===== src/rtl/wb_stage_pkg.sv =====
// Shared writeback-stage definitions: datapath width, register address width,
// default buffer depth and the effective write-enable rule.
package wb_stage_pkg;

  localparam int unsigned XLEN_DEF   = 64;
  localparam int unsigned REG_ADDR_W = 5;
  localparam int unsigned WB_DEPTH   = 2;

  // Writes to x0 are architecturally discarded, so they never enable the port.
  function automatic logic eff_wen(input logic                  wen,
                                   input logic [REG_ADDR_W-1:0] addr);
    return wen && (addr != '0);
  endfunction

endpackage


===== src/rtl/wb_fifo.sv =====
// Generic synchronous FIFO with push/pop/flush. The storage array and a
// per-slot valid mask are exported so the parent can search in-flight entries.
module wb_fifo #(
  parameter int unsigned DEPTH = 2,
  parameter int unsigned WIDTH = 70
) (
  input  logic                         i_clk,
  input  logic                         i_rst,
  input  logic                         i_flush,
  input  logic                         i_push,
  input  logic                         i_pop,
  input  logic [WIDTH-1:0]             i_data,
  output logic [WIDTH-1:0]             o_head_data,
  output logic [$clog2(DEPTH):0]       o_count,
  output logic                         o_full,
  output logic                         o_empty,
  output logic [$clog2(DEPTH)-1:0]     o_head,
  output logic [DEPTH-1:0][WIDTH-1:0]  o_entries,
  output logic [DEPTH-1:0]             o_valid
);

  localparam int unsigned PW = $clog2(DEPTH);
  localparam int unsigned CW = PW + 1;

  logic [DEPTH-1:0][WIDTH-1:0] r_mem;
  logic [PW-1:0]               r_head;
  logic [PW-1:0]               r_tail;
  logic [CW-1:0]               r_count;
  logic [PW-1:0]               w_off;

  // Pointer and occupancy update; reset and flush both empty the buffer.
  always_ff @(posedge i_clk) begin
    if (i_rst || i_flush) begin
      r_head  <= '0;
      r_tail  <= '0;
      r_count <= '0;
    end else begin
      if (i_push) r_tail <= r_tail + 1'b1;
      if (i_pop)  r_head <= r_head + 1'b1;
      unique case ({i_push, i_pop})
        2'b10:   r_count <= r_count + 1'b1;
        2'b01:   r_count <= r_count - 1'b1;
        default: r_count <= r_count;
      endcase
    end
  end

  // Storage write; contents need no reset since the valid mask gates all reads.
  always_ff @(posedge i_clk) begin
    if (!i_rst && !i_flush && i_push) begin
      r_mem[r_tail] <= i_data;
    end
  end

  // A slot is live when its distance from head is below the occupancy.
  always_comb begin
    w_off   = '0;
    o_valid = '0;
    for (int i = 0; i < int'(DEPTH); i++) begin
      w_off      = PW'(i) - r_head;
      o_valid[i] = CW'(w_off) < r_count;
    end
  end

  assign o_head_data = r_mem[r_head];
  assign o_count     = r_count;
  assign o_full      = (r_count == CW'(DEPTH));
  assign o_empty     = (r_count == '0);
  assign o_head      = r_head;
  assign o_entries   = r_mem;

endmodule


===== src/rtl/wb_stage.sv =====
// Writeback stage: buffers execute results, drains them into the register-file
// write port, forwards in-flight results to decode and counts retirements.
module wb_stage
  import wb_stage_pkg::*;
#(
  parameter int unsigned DEPTH = WB_DEPTH,
  parameter int unsigned XLEN  = XLEN_DEF
) (
  input  logic                  i_clk,
  input  logic                  i_rst,
  input  logic                  i_flush,
  input  logic                  i_in_valid,
  output logic                  o_in_ready,
  input  logic                  i_in_rd_wen,
  input  logic [REG_ADDR_W-1:0] i_in_rd_addr,
  input  logic [XLEN-1:0]       i_in_rd_data,
  input  logic                  i_in_word,
  input  logic                  i_rf_busy,
  output logic                  o_rf_wen,
  output logic [REG_ADDR_W-1:0] o_rf_waddr,
  output logic [XLEN-1:0]       o_rf_wdata,
  input  logic [REG_ADDR_W-1:0] i_fwd_raddr,
  output logic                  o_fwd_hit,
  output logic [XLEN-1:0]       o_fwd_data,
  output logic [63:0]           o_commit_cnt
);

  localparam int unsigned PW = $clog2(DEPTH);
  localparam int unsigned CW = PW + 1;
  localparam int unsigned EW = 1 + REG_ADDR_W + XLEN;

  logic                        w_accept;
  logic                        w_pop;
  logic [XLEN-1:0]             w_data;
  logic [EW-1:0]               w_entry_in;
  logic [EW-1:0]               w_head_entry;
  logic [CW-1:0]               w_count;
  logic                        w_full;
  logic                        w_empty;
  logic [PW-1:0]               w_head;
  logic [DEPTH-1:0][EW-1:0]    w_entries;
  logic [DEPTH-1:0]            w_valid;
  logic [PW-1:0]               w_idx;
  logic [EW-1:0]               w_cand;

  logic                        r_rf_wen;
  logic [REG_ADDR_W-1:0]       r_rf_waddr;
  logic [XLEN-1:0]             r_rf_wdata;
  logic [63:0]                 r_commit_cnt;

  // Ready comes only from stored occupancy, never from this cycle's pop.
  assign o_in_ready = (w_count < CW'(DEPTH));
  assign w_accept   = i_in_valid && o_in_ready && !i_flush;
  assign w_pop      = !w_empty && !i_rf_busy && !i_flush;

  assign w_data     = i_in_word ? {{(XLEN-32){i_in_rd_data[31]}}, i_in_rd_data[31:0]}
                                : i_in_rd_data;
  assign w_entry_in = {eff_wen(i_in_rd_wen, i_in_rd_addr), i_in_rd_addr, w_data};

  wb_fifo #(
    .DEPTH (DEPTH),
    .WIDTH (EW)
  ) u_fifo (
    .i_clk       (i_clk),
    .i_rst       (i_rst),
    .i_flush     (i_flush),
    .i_push      (w_accept),
    .i_pop       (w_pop),
    .i_data      (w_entry_in),
    .o_head_data (w_head_entry),
    .o_count     (w_count),
    .o_full      (w_full),
    .o_empty     (w_empty),
    .o_head      (w_head),
    .o_entries   (w_entries),
    .o_valid     (w_valid)
  );

  // Registered write port and retirement counter; idle cycles drop wen only.
  always_ff @(posedge i_clk) begin
    if (i_rst) begin
      r_rf_wen     <= 1'b0;
      r_rf_waddr   <= '0;
      r_rf_wdata   <= '0;
      r_commit_cnt <= '0;
    end else if (w_pop) begin
      r_rf_wen     <= w_head_entry[EW-1];
      r_rf_waddr   <= w_head_entry[XLEN +: REG_ADDR_W];
      r_rf_wdata   <= w_head_entry[XLEN-1:0];
      r_commit_cnt <= r_commit_cnt + 64'd1;
    end else begin
      r_rf_wen     <= 1'b0;
    end
  end

  // Forwarding: rf register is oldest, then head..tail-1; later matches win.
  always_comb begin
    o_fwd_hit  = 1'b0;
    o_fwd_data = '0;
    w_idx      = '0;
    w_cand     = '0;
    if (i_fwd_raddr != '0) begin
      if (r_rf_wen && (r_rf_waddr == i_fwd_raddr)) begin
        o_fwd_hit  = 1'b1;
        o_fwd_data = r_rf_wdata;
      end
      for (int k = 0; k < int'(DEPTH); k++) begin
        w_idx  = w_head + PW'(k);
        w_cand = w_entries[w_idx];
        if (w_valid[w_idx] && w_cand[EW-1] && (w_cand[XLEN +: REG_ADDR_W] == i_fwd_raddr)) begin
          o_fwd_hit  = 1'b1;
          o_fwd_data = w_cand[XLEN-1:0];
        end
      end
    end
  end

  assign o_rf_wen     = r_rf_wen;
  assign o_rf_waddr   = r_rf_waddr;
  assign o_rf_wdata   = r_rf_wdata;
  assign o_commit_cnt = r_commit_cnt;

  // Full flag and occupancy must always agree.
  a_full_consistent: assert property (@(posedge i_clk) disable iff (i_rst)
    w_full == (w_count == CW'(DEPTH)));

endmodule


===== config.mk =====
export PLATFORM = sky130hd
export DESIGN_NAME = wb_stage
export DESIGN_NICKNAME = d
export VERILOG_FILES = /design/src/rtl/wb_stage_pkg.sv /design/src/rtl/wb_fifo.sv /design/src/rtl/wb_stage.sv
export SDC_FILE = /design/constraint.sdc
export NUM_CORES = 1
export LEC_CHECK = 0
export ABC_AREA = 0
export CORE_ASPECT_RATIO = 1.25
export CORE_UTILIZATION = 35
export DETAILED_ROUTE_END_ITERATION = 10
export SLEW_MARGIN = 20
export SYNTH_ARGS = -nofsm -noshare
export SYNTH_HDL_FRONTEND = slang
export SYNTH_SLANG_ARGS = --single-unit
export TNS_END_PERCENT = 50

===== constraint.sdc =====
create_clock -name i_clk -period 8.4 [get_ports i_clk]
set_input_delay 1.68 -clock i_clk [delete_from_list [all_inputs] [get_ports i_clk]]
set_output_delay 1.68 -clock i_clk [all_outputs]
set_load 0.05 [all_outputs]

==> impl_metrics.tcl <==
set metrics [dict create \
    syn2layout_area_growth_pct 32.3 \
    worstPathRequired_ps 6720 \
    gp_congestion 0.782 \
    crit_arrival_ps 5240 \
    cts-root-buf "clkbuf_16" \
    max_stage_delay_ps 890 \
    crit_path_frequent_cell "clkdlybuf4s50_1" \
    worstMarginPinSlew_ps 1050 \
    clk_latency_ps 580 \
    synthCells 1224 \
    yosysTopAreaCell "edfxtp_1" \
    fin_skew_ps 20.3 \
    synth_cell_type_count 47 \
    yosysSeqAreaShare 0.530 \
    drive_above_1_share 0.0978 \
    synth_area_leaders "edfxtp_1 32%, dfxtp_1 21%, mux2i_1 6.9%" \
    worst_setup_path_end_kind "output pin" \
    synth_edf_count 140 \
    cp_top_family "buffers and inverters" \
    netlist_top_cells_count "147 x nor2_1, 140 x edfxtp_1, 138 x dfxtp_1, 116 x nor3_1, 91 x mux2i_1" \
    finalCritPeriodShare 0.824 \
    die_h_um 219 \
    clock.fmax_ghz 0.144 \
    synthMuxAreaShare 0.112 \
    post_cts_resize_count 0 \
    die-area_um2 38300 \
    synth_fa_ha_area_frac 0.00190 \
    async_flop_share 0 \
    hold_buffers 0 \
    rows 79 \
    overflow 0 \
    post_cts_buffers 0 \
    path_cells "clkdlybuf4s50_1 > xnor2_1 > nor4_2 > and3_2 > buf_4 > a221oi_1 > a211oi_1 > clkdlybuf4s50_1" \
    synth-compound-area-share 0.111 \
    worstPathBufferInverterCount 3 \
    cts_made_buffers 31 \
    cts.sinks 278 \
    syn-num-nets 1307 \
    final.setup.tns_ps 0 \
    wl_per_cell_um 19.7 \
    ir_worst_vdd_mv 0.123 \
    crit_path_start_kind "primary input" \
    period_minus_slack_ps 6920 \
    drc 0 \
    grt_pass1_wl_um 59400 \
    hold_path_class "reg -> reg" \
    grt_use_total 0.197 \
    wl_um 38900 \
    finalNonFillerCells 1971 \
    antenna_found_initial 4 \
    num_vias 10400 \
    portBuffers 280 \
    htreeDepth 1 \
    fp.coreArea_um2 37100 \
    synth.most_common_cell "nor2_1" \
    ys_warn_count 0 \
    die_x_um 175 \
    antenna_left 0 \
    grt_max_degree 88 \
    rsz0062_at_grt "false" \
    avgSynthCellArea_um2 10.7 \
    ioPinCount 281 \
    viasPerCell 5.29 \
    dp_hpwl_um 24900 \
    layout.nets 1540 \
    dr.pass1.iters 4 \
    path_clk_slew_ps 60 \
    crit_type "in -> out" \
    hold_viol 0 \
    synth_top_family_by_area "simple AND/OR/NAND/NOR gates" \
    syn-cell-area_um2 13100 \
    ys_ff_latch 278 \
    drt_iter0_drc 570 \
    finalSetupViolCount 0 \
    drv_cap 0 \
    slew_headroom 0.298 \
    synth-simple-area-share 0.143 \
    cts_tree "built" \
    cp_slowest_cell "clkdlybuf4s50_1" \
    p_leak_nw 5.32 \
    clock_path_buffers 3 \
    floorplan.initialDensity 0.354 \
    synth_top_area_share 0.320 \
    outcome "completed" \
    synth-xor-area-share 0.0540 \
    synth_top_flop_cell "edfxtp_1" \
    slew_viol_final 0 \
    power_density_nw_per_um2 176 \
    dpl.cell_count 1910 \
    cp_max_fo 20 \
    grt_pass1_vias 10400 \
]
[layout make-up]
| type | instances | area [µm²] |
|---|---|---|
| timing repair buffer | 300 | 2980 |
| fill | 3438 | 19700 |
| clock buffer | 40 | 860 |
| tap | 486 | 608 |
| sequential | 278 | 6970 |
| inverter | 42 | 158 |
| antenna | 3 | 7.51 |
| clock inverter | 18 | 213 |
| multi-input combinational | 804 | 5590 |
[sequential cells by signal, indices dropped and copies added (netlist names)]
register and cells:
o_commit_cnt 64, o_rf_wen 1, o_rf_wdata 64, u_fifo.o_count 2
u_fifo.o_head 1, u_fifo.r_tail 1, u_fifo.o_entries 140, o_rf_waddr 5
[metrics by stage]
stage          utilization  area [µm²]  power, W  setup slack, ps  hold WS (ps)
5_1_grt              0.469       17400   0.00317             1330           539
6_report             0.469       17400   0.00307             1480           512
4_1_cts              0.469       17400   0.00311             1480           516
3_5_place_dp         0.440       16300   0.00167             1470           505
2_1_floorplan            -       13100   0.00159              617           537
3_3_place_gp         0.440       16300   0.00167             1480           497
[kinds of logic after synthesis]
group | count (synthesis)
compound gates | 200
xor+xnor | 81
fa+ha+maj | 2
buf+inv | 142
flops | 278
mux | 141
simple gates | 380
[power by group]
part           internal (W)  total (W)  switching [W]
Sequential          0.00145    0.00146      0.0000134
Combinational     0.0000726   0.000183       0.000110
Clock              0.000847    0.00142       0.000575
[final timing paths]
kind / start / to / slack (ps) / cells past startpoint
max reg2reg: u_fifo.o_count[1]$_SDFFE_PP0P_ / o_commit_cnt[54]$_SDFFE_PP0N_ / 5490 / 7
min reg2reg: o_rf_wdata[49]$_SDFFE_PP0N_ / o_rf_wdata[49]$_SDFFE_PP0N_ / 510 / 2
max: i_fwd_raddr[0] / o_fwd_data[58] / 1480 / 8
min: o_rf_wdata[49]$_SDFFE_PP0N_ / o_rf_wdata[49]$_SDFFE_PP0N_ / 510 / 2
[layout by cell type (no fill, tap or decap), types with 3 or more instances in the layout]
cell             synthesis  final
and3_1                   5      4
nand4_1                 20     20
edfxtp_1               140    140
clkbuf_1                65      4
clkbuf_8                 2      5
and4_1                   8      8
nor2_1                 147    144
clkinv_2                 0      8
nand3_1                 19     19
a211oi_1                69     69
mux2_2                  50     50
o2bb2ai_1               14     14
o21a_1                  15     15
nor4_1                  18     17
a21oi_1                 17     17
or4_1                    3      3
mux2i_1                 91     91
xor2_1                  35     35
xnor2_1                 46     46
inv_1                   42     42
nor3_1                 116    115
dfxtp_1                138    137
buf_4                    3     19
clkbuf_16                0     31
and2_1                   4      4
a221oi_1                50     50
bufinv_16                0      4
clkdlybuf4s50_1          0    279
o21ai_0                 34     34
diode_2                  0      3
nand2_1                 23     23
nor2_4                   0      3
[per-layer routing]
| metal | share of wire | wire length (µm) | up-vias | GRT usage |
|---|---|---|---|---|
| met2 | 0.50 | 19300 | 293 | 0.347 |
| met1 | 0.40 | 15600 | 5059 | 0.224 |
| met4 | 0.040 | 1550 | 4 | 0.0919 |
| met5 | 0.00062 | 24 | - | 0 |
| li1 | - | - | 5000 | - |
| met3 | 0.063 | 2430 | 77 | 0.0458 |
[worst min-delay path: cells and delay by family, from the launching register on]
kind,cells,cell delay (ps)
flip-flops,1,320
AND/OR/NAND/NOR,2,150
(Power assumes the default switching activity.)
